--- config.mk ---
export PLATFORM = sky130hd
export DESIGN_NAME = i2c_cmd_sequencer
export DESIGN_NICKNAME = d
export VERILOG_FILES = /design/src/rtl/i2c_seq_pkg.sv /design/src/rtl/i2c_cmd_fifo.sv /design/src/rtl/i2c_cmd_sequencer.sv
export SDC_FILE = /design/constraint.sdc
export NUM_CORES = 1
export LEC_CHECK = 0
export CORE_ASPECT_RATIO = 0.5
export CORE_MARGIN = 2
export CORE_UTILIZATION = 49
export CTS_CLUSTER_DIAMETER = 50
export CTS_CLUSTER_SIZE = 16
export DETAILED_ROUTE_END_ITERATION = 12
export PLACE_DENSITY = 0.84
export SLEW_MARGIN = 30
export SYNTH_ARGS = -nofsm -noshare
export SYNTH_HDL_FRONTEND = slang
export SYNTH_SLANG_ARGS = --single-unit
export TNS_END_PERCENT = 1
--- constraint.sdc ---
create_clock -name clk -period 2.82 [get_ports clk]
set_input_delay 0.423 -clock clk [delete_from_list [all_inputs] [get_ports clk]]
set_output_delay 0.423 -clock clk [all_outputs]
set_load 0.05 [all_outputs]
--- src/rtl/i2c_seq_pkg.sv ---
// i2c_seq_pkg: shared command, state and response-code types for the I2C command sequencer
package i2c_seq_pkg;
   typedef struct packed {
      logic [6:0] addr;
      logic       rw;
      logic [7:0] data;
   } i2c_cmd_t;
   typedef enum logic [2:0] {IDLE, LAUNCH, WAIT_BUSY, WAIT_DONE, RESP} seq_state_e;
   typedef enum logic [1:0] {ERR_OK, ERR_NACK, ERR_START_TO, ERR_TXN_TO} rsp_err_e;
endpackage

--- src/rtl/i2c_cmd_fifo.sv ---
// i2c_cmd_fifo: synchronous FIFO of I2C commands with registered occupancy
module i2c_cmd_fifo import i2c_seq_pkg::*; #(
   parameter int DEPTH = 4
) (
   input  logic                     clk,
   input  logic                     rst,
   input  logic                     push,
   input  i2c_cmd_t                 din,
   input  logic                     pop,
   output i2c_cmd_t                 dout,
   output logic                     full,
   output logic                     empty,
   output logic [$clog2(DEPTH):0]   level
);
   localparam int AW = $clog2(DEPTH);
   i2c_cmd_t mem [DEPTH];
   logic [AW-1:0] wr_ptr, rd_ptr;
   logic do_push, do_pop;
   assign full = level == (AW+1)'(DEPTH);
   assign empty = level == '0;
   assign do_push = push && !full;
   assign do_pop = pop && !empty;
   assign dout = mem[rd_ptr];
   always_ff @(posedge clk) begin
      if (rst) begin
         wr_ptr <= '0;
         rd_ptr <= '0;
         level <= '0;
      end else begin
         if (do_push) mem[wr_ptr] <= din;
         wr_ptr <= do_push ? wr_ptr + 1'b1 : wr_ptr;
         rd_ptr <= do_pop ? rd_ptr + 1'b1 : rd_ptr;
         level <= level + (AW+1)'(do_push) - (AW+1)'(do_pop);
      end
   end
endmodule

--- src/rtl/i2c_cmd_sequencer.sv ---
// i2c_cmd_sequencer: queues host commands and runs them one at a time on an I2C master with watchdogs
module i2c_cmd_sequencer import i2c_seq_pkg::*; #(
   parameter int DEPTH    = 4,
   parameter int START_TO = 16,
   parameter int TXN_TO   = 65535
) (
   input  logic                   clk,
   input  logic                   rst,
   input  logic                   cmd_valid,
   output logic                   cmd_ready,
   input  logic [6:0]             cmd_addr,
   input  logic                   cmd_rw,
   input  logic [7:0]             cmd_wdata,
   output logic                   rsp_valid,
   input  logic                   rsp_ready,
   output logic [7:0]             rsp_rdata,
   output logic                   rsp_rw,
   output logic [1:0]             rsp_err,
   output logic                   m_start,
   output logic [6:0]             m_addr,
   output logic                   m_rw,
   output logic [7:0]             m_data_w,
   input  logic                   m_busy,
   input  logic                   m_valid_out,
   input  logic [7:0]             m_data_out,
   input  logic                   m_erro_addr,
   output logic [$clog2(DEPTH):0] fifo_level
);
   localparam int WD_MAX = START_TO > TXN_TO ? START_TO : TXN_TO;
   localparam int WD_W = $clog2(WD_MAX + 1);
   seq_state_e state, state_n;
   rsp_err_e err_n;
   i2c_cmd_t cmd, head;
   logic full, empty, pop, fire, nack;
   logic [7:0] rdata, rd_cur;
   logic [WD_W-1:0] wd;
   assign cmd = '{addr: cmd_addr, rw: cmd_rw, data: cmd_wdata};
   assign cmd_ready = !full;
   assign m_start = state == LAUNCH;
   assign rsp_valid = state == RESP;
   assign rd_cur = (state == WAIT_DONE && m_valid_out && m_rw) ? m_data_out : rdata;
   i2c_cmd_fifo #(.DEPTH(DEPTH)) u_fifo (
      .clk   (clk),
      .rst   (rst),
      .push  (cmd_valid && cmd_ready),
      .din   (cmd),
      .pop   (pop),
      .dout  (head),
      .full  (full),
      .empty (empty),
      .level (fifo_level)
   );
   always_comb begin
      state_n = state;
      pop = 1'b0;
      fire = 1'b0;
      err_n = ERR_OK;
      unique case (state)
         IDLE: if (!empty && !m_busy) begin
            pop = 1'b1;
            state_n = LAUNCH;
         end
         LAUNCH: state_n = WAIT_BUSY;
         WAIT_BUSY: if (m_busy) state_n = WAIT_DONE;
            else if (wd <= WD_W'(1)) begin
               fire = 1'b1;
               err_n = ERR_START_TO;
            end
         WAIT_DONE: if (!m_busy) begin
               fire = 1'b1;
               err_n = (nack || m_erro_addr) ? ERR_NACK : ERR_OK;
            end else if (wd <= WD_W'(1)) begin
               fire = 1'b1;
               err_n = ERR_TXN_TO;
            end
         RESP: if (rsp_ready) state_n = IDLE;
         default: state_n = IDLE;
      endcase
      if (fire) state_n = RESP;
   end
   // watchdog starts at pop so the LAUNCH cycle counts toward the start timeout
   always_ff @(posedge clk) begin
      if (rst) begin
         state <= IDLE;
         m_addr <= '0;
         m_rw <= 1'b0;
         m_data_w <= '0;
         rdata <= '0;
         nack <= 1'b0;
         wd <= '0;
         rsp_rdata <= '0;
         rsp_rw <= 1'b0;
         rsp_err <= '0;
      end else begin
         state <= state_n;
         wd <= pop ? WD_W'(START_TO) : (state == WAIT_BUSY && m_busy) ? WD_W'(TXN_TO) : (wd != '0) ? wd - 1'b1 : wd;
         if (pop) begin
            m_addr <= head.addr;
            m_rw <= head.rw;
            m_data_w <= head.data;
            rdata <= '0;
            nack <= 1'b0;
         end else if (state == WAIT_DONE) begin
            rdata <= rd_cur;
            nack <= nack || m_erro_addr;
         end
         if (fire) begin
            rsp_rw <= m_rw;
            rsp_err <= err_n;
            rsp_rdata <= (err_n == ERR_OK && m_rw) ? rd_cur : 8'h00;
         end
      end
   end
endmodule

# Word level (Yosys, flattened, before mapping)
# Memories as Yosys holds them, arrays and structs flattened. A register that Yosys moved wholly into a read port is not among the register bits.
# Cells that the tools add are included.
# Widths: inputs -> output; s select.
# totals
regBits	46
wordCells	79
mem_count	1
output_inout_bits	33
ram_bits	64
input_bits	31
# classes
n_lt_le_gt_ge	1
eq_ne	12
add_sub_neg	5
n_bitwise	1
n_reduce_logical	22
n_mux	25
# mem_list
memory	words	word_bits	rd	rd_clocked_by_memory_dff	wr	line	source
u_fifo.mem	4	16	1	1	1	i2c_cmd_fifo.sv:16	i2c_cmd_t mem [DEPTH];
# op_table
operator	count
$mux 16	2
$le 16x1->1 const B	1
$mux 8	2
$reduce_bool 16->1	1
$sub 16x1->16 const B	1
$pmux 3 s5	1
$mux 3	4
$mux 1	9
$logic_and 1x1->1	8
$mux 2	4
$reduce_and 4->1	2
$eq 3x2->1 const B	2
$eq 3x3->1 const B	2
$logic_not 3->1	2
$ne 2x2->1 const B	3
$ne 3x3->1 const B	2
$mux 5	1
$add 2x1->2 const B	2
$pmux 2 s2	1
$reduce_or 2->1	2
$add 3x1->3	1
$eq 3x1->1 const B	1
$logic_not 1->1	3
$ne 3x1->1 const B	1
8 further kinds	8

# Longest topological paths before layout
# Gate-level depths: netlist of the first run.
# logic_depth
word_depth	7
mapped_depth	13
ltp_nobuf	11

# Modules after synthesis
# Synthesis of the first run repeated with hierarchy kept, for this count alone.
# hier_totals
hier_cells	401
area_unflattened_um2	5237.5
# modules_own_cells
module	cells_each	area_per_inst_um2	seq_area_each_um2	instances
i2c_cmd_fifo	135	2829.0	2102.0	1
i2c_cmd_sequencer	266	2408.6	1101.1	1

# Worst setup path after synthesis of the first run
# Ideal clock, no wire load.
# synth_timing
path_type	reg-to-reg
start	reg u_fifo.level[1]
end	reg u_fifo.level[2]
synth_period_minus_slack_ns	3.032
setup_slack_ns	-0.212
arrival_time_ns	2.904
setup_ns	0.128
required_time_ns	2.692
path_buffers	2
path_stages_with_launch	14
path_cell_list	dfxtp_1 nor3_1 or3_1 clkbuf_1 clkinv_1 buf_2 ha_1 inv_1 ha_1 inv_1 fa_1 xor2_1 xnor2_1 nor2_1
# synth_via
elab_chain_cells	7
word_cells_on_any_way	12
cone_classes	add/sub (2); eq/ne (1); mux (2); reduce/logical (7)
# synth_lines
item	line	source
from (decl)	i2c_cmd_fifo.sv:13	output logic [$clog2(DEPTH):0] level
from (signal assigned)	i2c_cmd_fifo.sv:33	level <= level + (AW+1)'(do_push) - (AW+1)'(do_pop);
$logic_not 3->1 (*)	i2c_cmd_fifo.sv:20	assign empty = level == '0;
$logic_not 1->1 (*)	i2c_cmd_fifo.sv:22, i2c_cmd_sequencer.sv:59	
$logic_and 1x1->1	i2c_cmd_sequencer.sv:59	IDLE: if (!empty && !m_busy) begin
$mux 1	i2c_cmd_sequencer.sv:59	
$mux 1	i2c_cmd_sequencer.sv:58	unique case (state)
$logic_and 1x1->1 (*)	i2c_cmd_fifo.sv:22	assign do_pop = pop && !empty;
via u_fifo.do_pop	i2c_cmd_fifo.sv:18	logic do_push, do_pop;
$sub 3x1->3 (*)	i2c_cmd_fifo.sv:33	
# The timed path passes the listed nets; every way through them passes the cells marked *.
# A chain may end at the register's enable or synchronous reset.

# Worst setup path after layout of the first run
# layout_timing
start	reg state[1]
end	out rsp_valid
# layout_via
elab_chain_cells	1
# layout_lines
item	line	source
from (decl)	i2c_cmd_sequencer.sv:31	seq_state_e state, state_n;
from (signal assigned)	i2c_cmd_sequencer.sv:95	state <= state_n;
$eq 3x3->1	i2c_cmd_sequencer.sv:40	assign rsp_valid = state == RESP;
to (decl)	i2c_cmd_sequencer.sv:14	output logic rsp_valid,
# No other way between the ends.

==> impl_metrics.yaml, run 1 <==
critical_path:
  cp_max_fo: 10
  crit_type: "flop to output port"
  setup.worst_path.start_class: "flop"
  r2r_cells: 11
  r2r_end: "u_fifo.level[2]$_SDFF_PP0_"
  cp-end-kind: "output port"
  worstPathRequired_ns: 2.40
  rrSetupSlack_ns: 0.35
  crit_arrival_ns: 2.07
  regToRegStartpoint: "state[0]$_SDFFE_PP0P_"
cells_and_area:
  stdcell_count: 618
  syn_to_final_growth_pct: 29.7
  nets: 506
  layout-drive-gt1-share: 0.155
  antenna_cells: 0
clock_network:
  cts_setup_buffers: 0
  clkTransAtPathRegs_ns: 0.06
  ctsResizeCount: 0
  clock_sinks: 126
  clkLatencyLatePin_ns: 0.41
  cts_tree: "done"
  cts_buffers: 17
  ctsHoldBuffers: 0
  cts_buffer_depth: 2
  cts_max_level: 4
  clock-root-buffer: "clkbuf_16"
grt:
  antenna_found_initial: 0
  grt_util_all_layers: 0.198
  grt_pass1_vias: 3300
  grt_max_degree: 29
  grt_pass1_wl_mm: 16.5
  grt_overflow: 0
detailed_routing:
  wl_mm: 10.5
  routed-via-count: 3351
  drc_errors: 0
  dr.pass1.iters: 4
  drt_iter0_drc: 270
  ant_nets: 0
  vias_per_cell: 5.42
  drt-wirelength-per-cell_um: 16.9
outcome:
  status: "completed"
timing:
  grt_setup_unrepaired: "false"
  clock-skew-final_ns: 0.0104
  max_freq_mhz: 401
  finalCritPeriodShare: 0.883
  timing.slew.headroom: 0.403
  period_needed_ns: 2.49
  slew_violations: 0
  tns_ns: 0
  fin_hold_ws_ns: 0.450
  setup_viol: 0
  worst_pin_slew_ns: 0.895
  hold_viol: 0
yosys:
  async_flop_share: 0
  synth-main-ff-cell: "edfxtp_1"
  synthAdderAreaFrac: 0.0264
  synth_top_family_by_area: "simple AND/OR/NAND/NOR gates"
  synth_edf_count: 64
  ys_seq_area_frac: 0.629
  synth_top_area_cell: "edfxtp_1"
  synth_compound_area_frac: 0.0896
  synth_common_cells: "edfxtp_1, dfxtp_1, nand2_1, a21oi_1, nor2_1"
  post-synth-top-count-cell: "edfxtp_1"
  synth_area_leaders: "edfxtp_1, dfxtp_1, mux4_2, nand2_1, a21oi_1"
  synth.top_cell.area_share: 0.382
  ys_types: 52
  syn_inst: 389
  synth_area_per_cell_um2: 12.9
  synth_area_um2: 5020
  synth-xor-area-share: 0.00872
  postSynthNetCount: 430
  synth-simple-area-share: 0.130
  yosysWarnings: 0
  synth_mux_area_frac: 0.0916
  synth-seq-cells: 126
placed_design:
  gp_congestion: 0.800
  dpl.hpwl_mm: 6.38
  dp.cells: 586
  io_buffers: 63
floorplan:
  num_rows: 26
  io_pins: 64
  die_w_um: 147
  die_height_um: 75.6
  die_area_um2: 11100
  core_area_um2: 10100
  start_util: 0.498
power_and_ir_drop:
  p_leak_nw: 2.33
  power-per-cell-area_nw_per_um2: 1050
  ir_drop_mv: 0.544
  total_power_mw: 6.82
min_path:
  min_to: "m_data_w[4]$_SDFFE_PP0P_"
  hold_class: "flop to flop"
  min-delay-start: "m_data_w[4]$_SDFFE_PP0P_"
  hold_depth: 2
flow_run:
  max_cap_viol_count: 0
stage by stage:
stage / setup slack (ns) / util / instance area [µm²]
after floorplan: 0.00726 / - / 5030
after global placement: 0.234 / 0.582 / 5870
after detailed placement: 0.160 / 0.582 / 5870
after CTS: 0.320 / 0.646 / 6520
after global routing: 0.172 / 0.646 / 6520
final: 0.329 / 0.646 / 6520
power breakdown:
group          total (mW)  internal [mW]  switching, mW
logic                2.05          0.851           1.20
clock network        2.36           1.57          0.795
registers            2.41           2.17          0.234
total                6.82           4.59           2.23
area by class of cell:
cell class | instances | area, µm²
inverter | 11 | 41.3
tap | 140 | 175
fill | 747 | 3570
clock buffer | 18 | 429
timing repair buffer | 76 | 741
clock inverter | 14 | 215
sequential | 126 | 3170
multi-input combinational | 233 | 1750
metal layers:
metal / wire (µm) / track usage / vias up
met1: 4470 / 0.234 / 1647
met4: 175 / 0.0919 / 0
li1: - / - / 1619
met5: 0 / 0 / -
met3: 353 / 0.0509 / 12
met2: 5470 / 0.354 / 73
state kept, by name (all words and copies together), names as in the netlist, 2 cells and up:
name,count
rsp_err,2
u_fifo.wr_ptr,2
m_data_w,8
rsp_rdata,8
wd,16
m_addr,7
u_fifo.level,3
u_fifo.rd_ptr,2
u_fifo.mem,64
state,3
rdata,8
cells in the final DEF (no fill, tap or decap), types with 5 or more instances in the layout:
cell type / count
mux4_2: 16
mux2i_1: 10
clkdlybuf4s50_1: 63
nor4_1: 6
dfxtp_1: 59
buf_4: 12
ha_1: 9
a21oi_1: 25
edfxtp_1: 64
o31ai_1: 6
nor2_1: 23
clkbuf_16: 17
and2_1: 6
nand2_1: 41
inv_1: 10
o2bb2ai_1: 8
a31oi_1: 10
nand3_1: 6
nand2b_1: 6
bufinv_16: 5
o21ai_0: 5
critical path: stages (launching register included):
cell,delay [ns]
dfxtp_1,0.30
buf_4,0.16
nor2_1,0.19
and2_1,0.20
clkdlybuf4s50_1,0.81
cells by family after synthesis:
group	Yosys count
AO/OA/AOI/OAI	68
adder cells (fa/ha/maj)	10
flip-flops	126
AND/OR/NAND/NOR	124
multiplexers	26
XOR/XNOR	5
buffers and inverters	30
worst max-delay path by stage:
stage / startpoint / endpoint / slack, ns
2_1_floorplan: m_busy / u_fifo.level[2]$_SDFF_PP0_ / 0.007
3_3_place_gp: m_busy / u_fifo.level[2]$_SDFF_PP0_ / 0.23
3_5_place_dp: m_busy / u_fifo.level[2]$_SDFF_PP0_ / 0.16
4_1_cts: state[1]$_SDFFE_PP0P_ / rsp_valid / 0.32
5_1_grt: state[0]$_SDFFE_PP0P_ / u_fifo.level[2]$_SDFF_PP0_ / 0.17
6_report: state[1]$_SDFFE_PP0P_ / rsp_valid / 0.33
(Power assumes the default switching activity.)
==> inputs of run 2 (changes only) <==
--- a/config.mk
+++ b/config.mk
@@ -6,7 +6,7 @@
 export NUM_CORES = 1
 export LEC_CHECK = 0
 export CORE_ASPECT_RATIO = 0.5
-export CORE_MARGIN = 2
+export CORE_MARGIN = 1
 export CORE_UTILIZATION = 49
 export CTS_CLUSTER_DIAMETER = 50
 export CTS_CLUSTER_SIZE = 16
==> impl_metrics.yaml, run 2 (synthesis gave the netlist of run 1 again) <==
critical_path:
  regToRegStartpoint: "state[0]$_SDFFE_PP0P_"
  endpoint: "u_fifo.level[2]$_SDFF_PP0_"
  rrSetupSlack_ns: 0.30
  r2r_cells: 11
  r2r_end: "u_fifo.level[2]$_SDFF_PP0_"
  crit_type: "flop to flop"
  crit_start: "state[0]$_SDFFE_PP0P_"
  cp_max_fo: 9
  worstPathRequired_ns: 3.11
  setup.worst_path.start_class: "flop"
  crit_arrival_ns: 2.81
  cp-end-kind: "flop"
timing:
  max_freq_mhz: 397
  finalCritPeriodShare: 0.893
  fin_hold_ws_ns: 0.452
  worst_pin_slew_ns: 0.841
  hold_viol: 0
  clock-skew-final_ns: 0.0127
  period_needed_ns: 2.52
  timing.slew.headroom: 0.439
  grt_setup_unrepaired: "false"
  slew_violations: 0
  setup_viol: 0
  tns_ns: 0
floorplan:
  io_pins: 64
  core_area_um2: 9700
  num_rows: 25
  die_w_um: 145
  die_height_um: 73.6
  start_util: 0.518
  die_area_um2: 10700
min_path:
  hold_class: "flop to flop"
clock_network:
  cts_max_level: 4
  cts_setup_buffers: 0
  clock-root-buffer: "clkbuf_16"
  ctsResizeCount: 0
  cts_buffer_depth: 2
  clkTransAtPathRegs_ns: 0.06
  cts_buffers: 17
  ctsHoldBuffers: 0
  clock_sinks: 126
  cts_tree: "done"
  clkLatencyLatePin_ns: 0.41
cells_and_area:
  syn_to_final_growth_pct: 27.9
  final_common_cell: "edfxtp_1"
  reg_top3: "u_fifo.mem x64, wd x16"
  antenna_cells: 0
  layout-drive-gt1-share: 0.161
  largest_reg_flops: 64
  top_register: "u_fifo.mem"
  num-fill-cells: 708
  stdcell_count: 613
  mostFrequentLayoutCells: "edfxtp_1, clkdlybuf4s50_1, dfxtp_1"
  stdcell_area_um2: 6420
  nets: 506
  postLayoutCoreUtil: 0.663
grt:
  grt_overflow: 0
  grt_util_all_layers: 0.203
  antenna_found_initial: 0
  grt_max_degree: 29
  grt_pass1_vias: 3291
  grt_pass1_wl_mm: 16.4
detailed_routing:
  wl_met1_mm: 4.43
  met3_wirelength_um: 444
  dr.pass1.iters: 4
  drc_errors: 0
  ant_nets: 0
  wl_mm: 10.2
  routed-via-count: 3305
  drt_iter0_drc: 184
  drt-wirelength-per-cell_um: 16.6
  vias_per_cell: 5.39
  highest_layer: "met4"
  wl_met2_mm: 5.18
power_and_ir_drop:
  p_leak_nw: 2.30
  power-per-cell-area_nw_per_um2: 1010
  ir_drop_mv: 0.583
placed_design:
  dp.cells: 581
  postPlaceCellArea_um2: 5850
  dpl.hpwl_mm: 6.33
  io_buffers: 63
  gp_congestion: 0.808
outcome:
  status: "completed"
flow_run:
  max_cap_viol_count: 0
-- run 2: worst min-delay path by stage --
stage / start / to / slack (ns) / depth (start not counted)
floorplan: nack$_SDFFE_PP0N_ / nack$_SDFFE_PP0N_ / 0.44 / 2
global placement: m_data_w[1]$_SDFFE_PP0P_ / m_data_w[1]$_SDFFE_PP0P_ / 0.44 / 2
detailed placement: m_addr[2]$_SDFFE_PP0P_ / m_addr[2]$_SDFFE_PP0P_ / 0.45 / 2
CTS: m_addr[2]$_SDFFE_PP0P_ / m_addr[2]$_SDFFE_PP0P_ / 0.45 / 2
global route: m_data_w[2]$_SDFFE_PP0P_ / m_data_w[2]$_SDFFE_PP0P_ / 0.47 / 2
finish: m_addr[3]$_SDFFE_PP0P_ / m_addr[3]$_SDFFE_PP0P_ / 0.45 / 2
-- run 2: area by class of cell --
| cell class | instances | area, µm² | share of cell area |
|---|---|---|---|
| clock buffer | 18 | 439 | 0.0684 |
| timing repair buffer | 76 | 728 | 0.113 |
| tap | 135 | 169 | 0.0263 |
| clock inverter | 14 | 133 | 0.0206 |
| multi-input combinational | 233 | 1750 | 0.272 |
| inverter | 11 | 41.3 | 0.00643 |
| sequential | 126 | 3170 | 0.493 |
-- run 2: through the flow --
stage	setup WS [ns]	total power [mW]
floorplan	0.00726	3.87
global placement	0.228	4.37
detailed placement	0.120	4.45
CTS	0.302	6.56
global route	0.144	6.85
finish	0.302	6.52
-- run 2: layer usage --
layer / vias up / GRT usage
met5: - / 0
met4: 0 / 0.0702
met3: 12 / 0.0646
met2: 85 / 0.354
met1: 1602 / 0.244
li1: 1606 / -
-- run 2: report_power, final --
group / switching [mW] / total, mW / internal, mW
registers: 0.218 / 2.39 / 2.17
clock network: 0.835 / 2.08 / 1.25
logic: 1.21 / 2.04 / 0.834
total: 2.26 / 6.52 / 4.26
-- run 2: critical path, stage by stage, from the launching register on --
cell      delay (ns)
dfxtp_1         0.37
or3_1           0.35
or3_1           0.35
clkinv_1        0.07
ha_1            0.22
inv_1           0.08
ha_1            0.16
inv_1           0.06
fa_1            0.37
xor2_1          0.18
xnor2_1         0.14
nor2_1          0.05
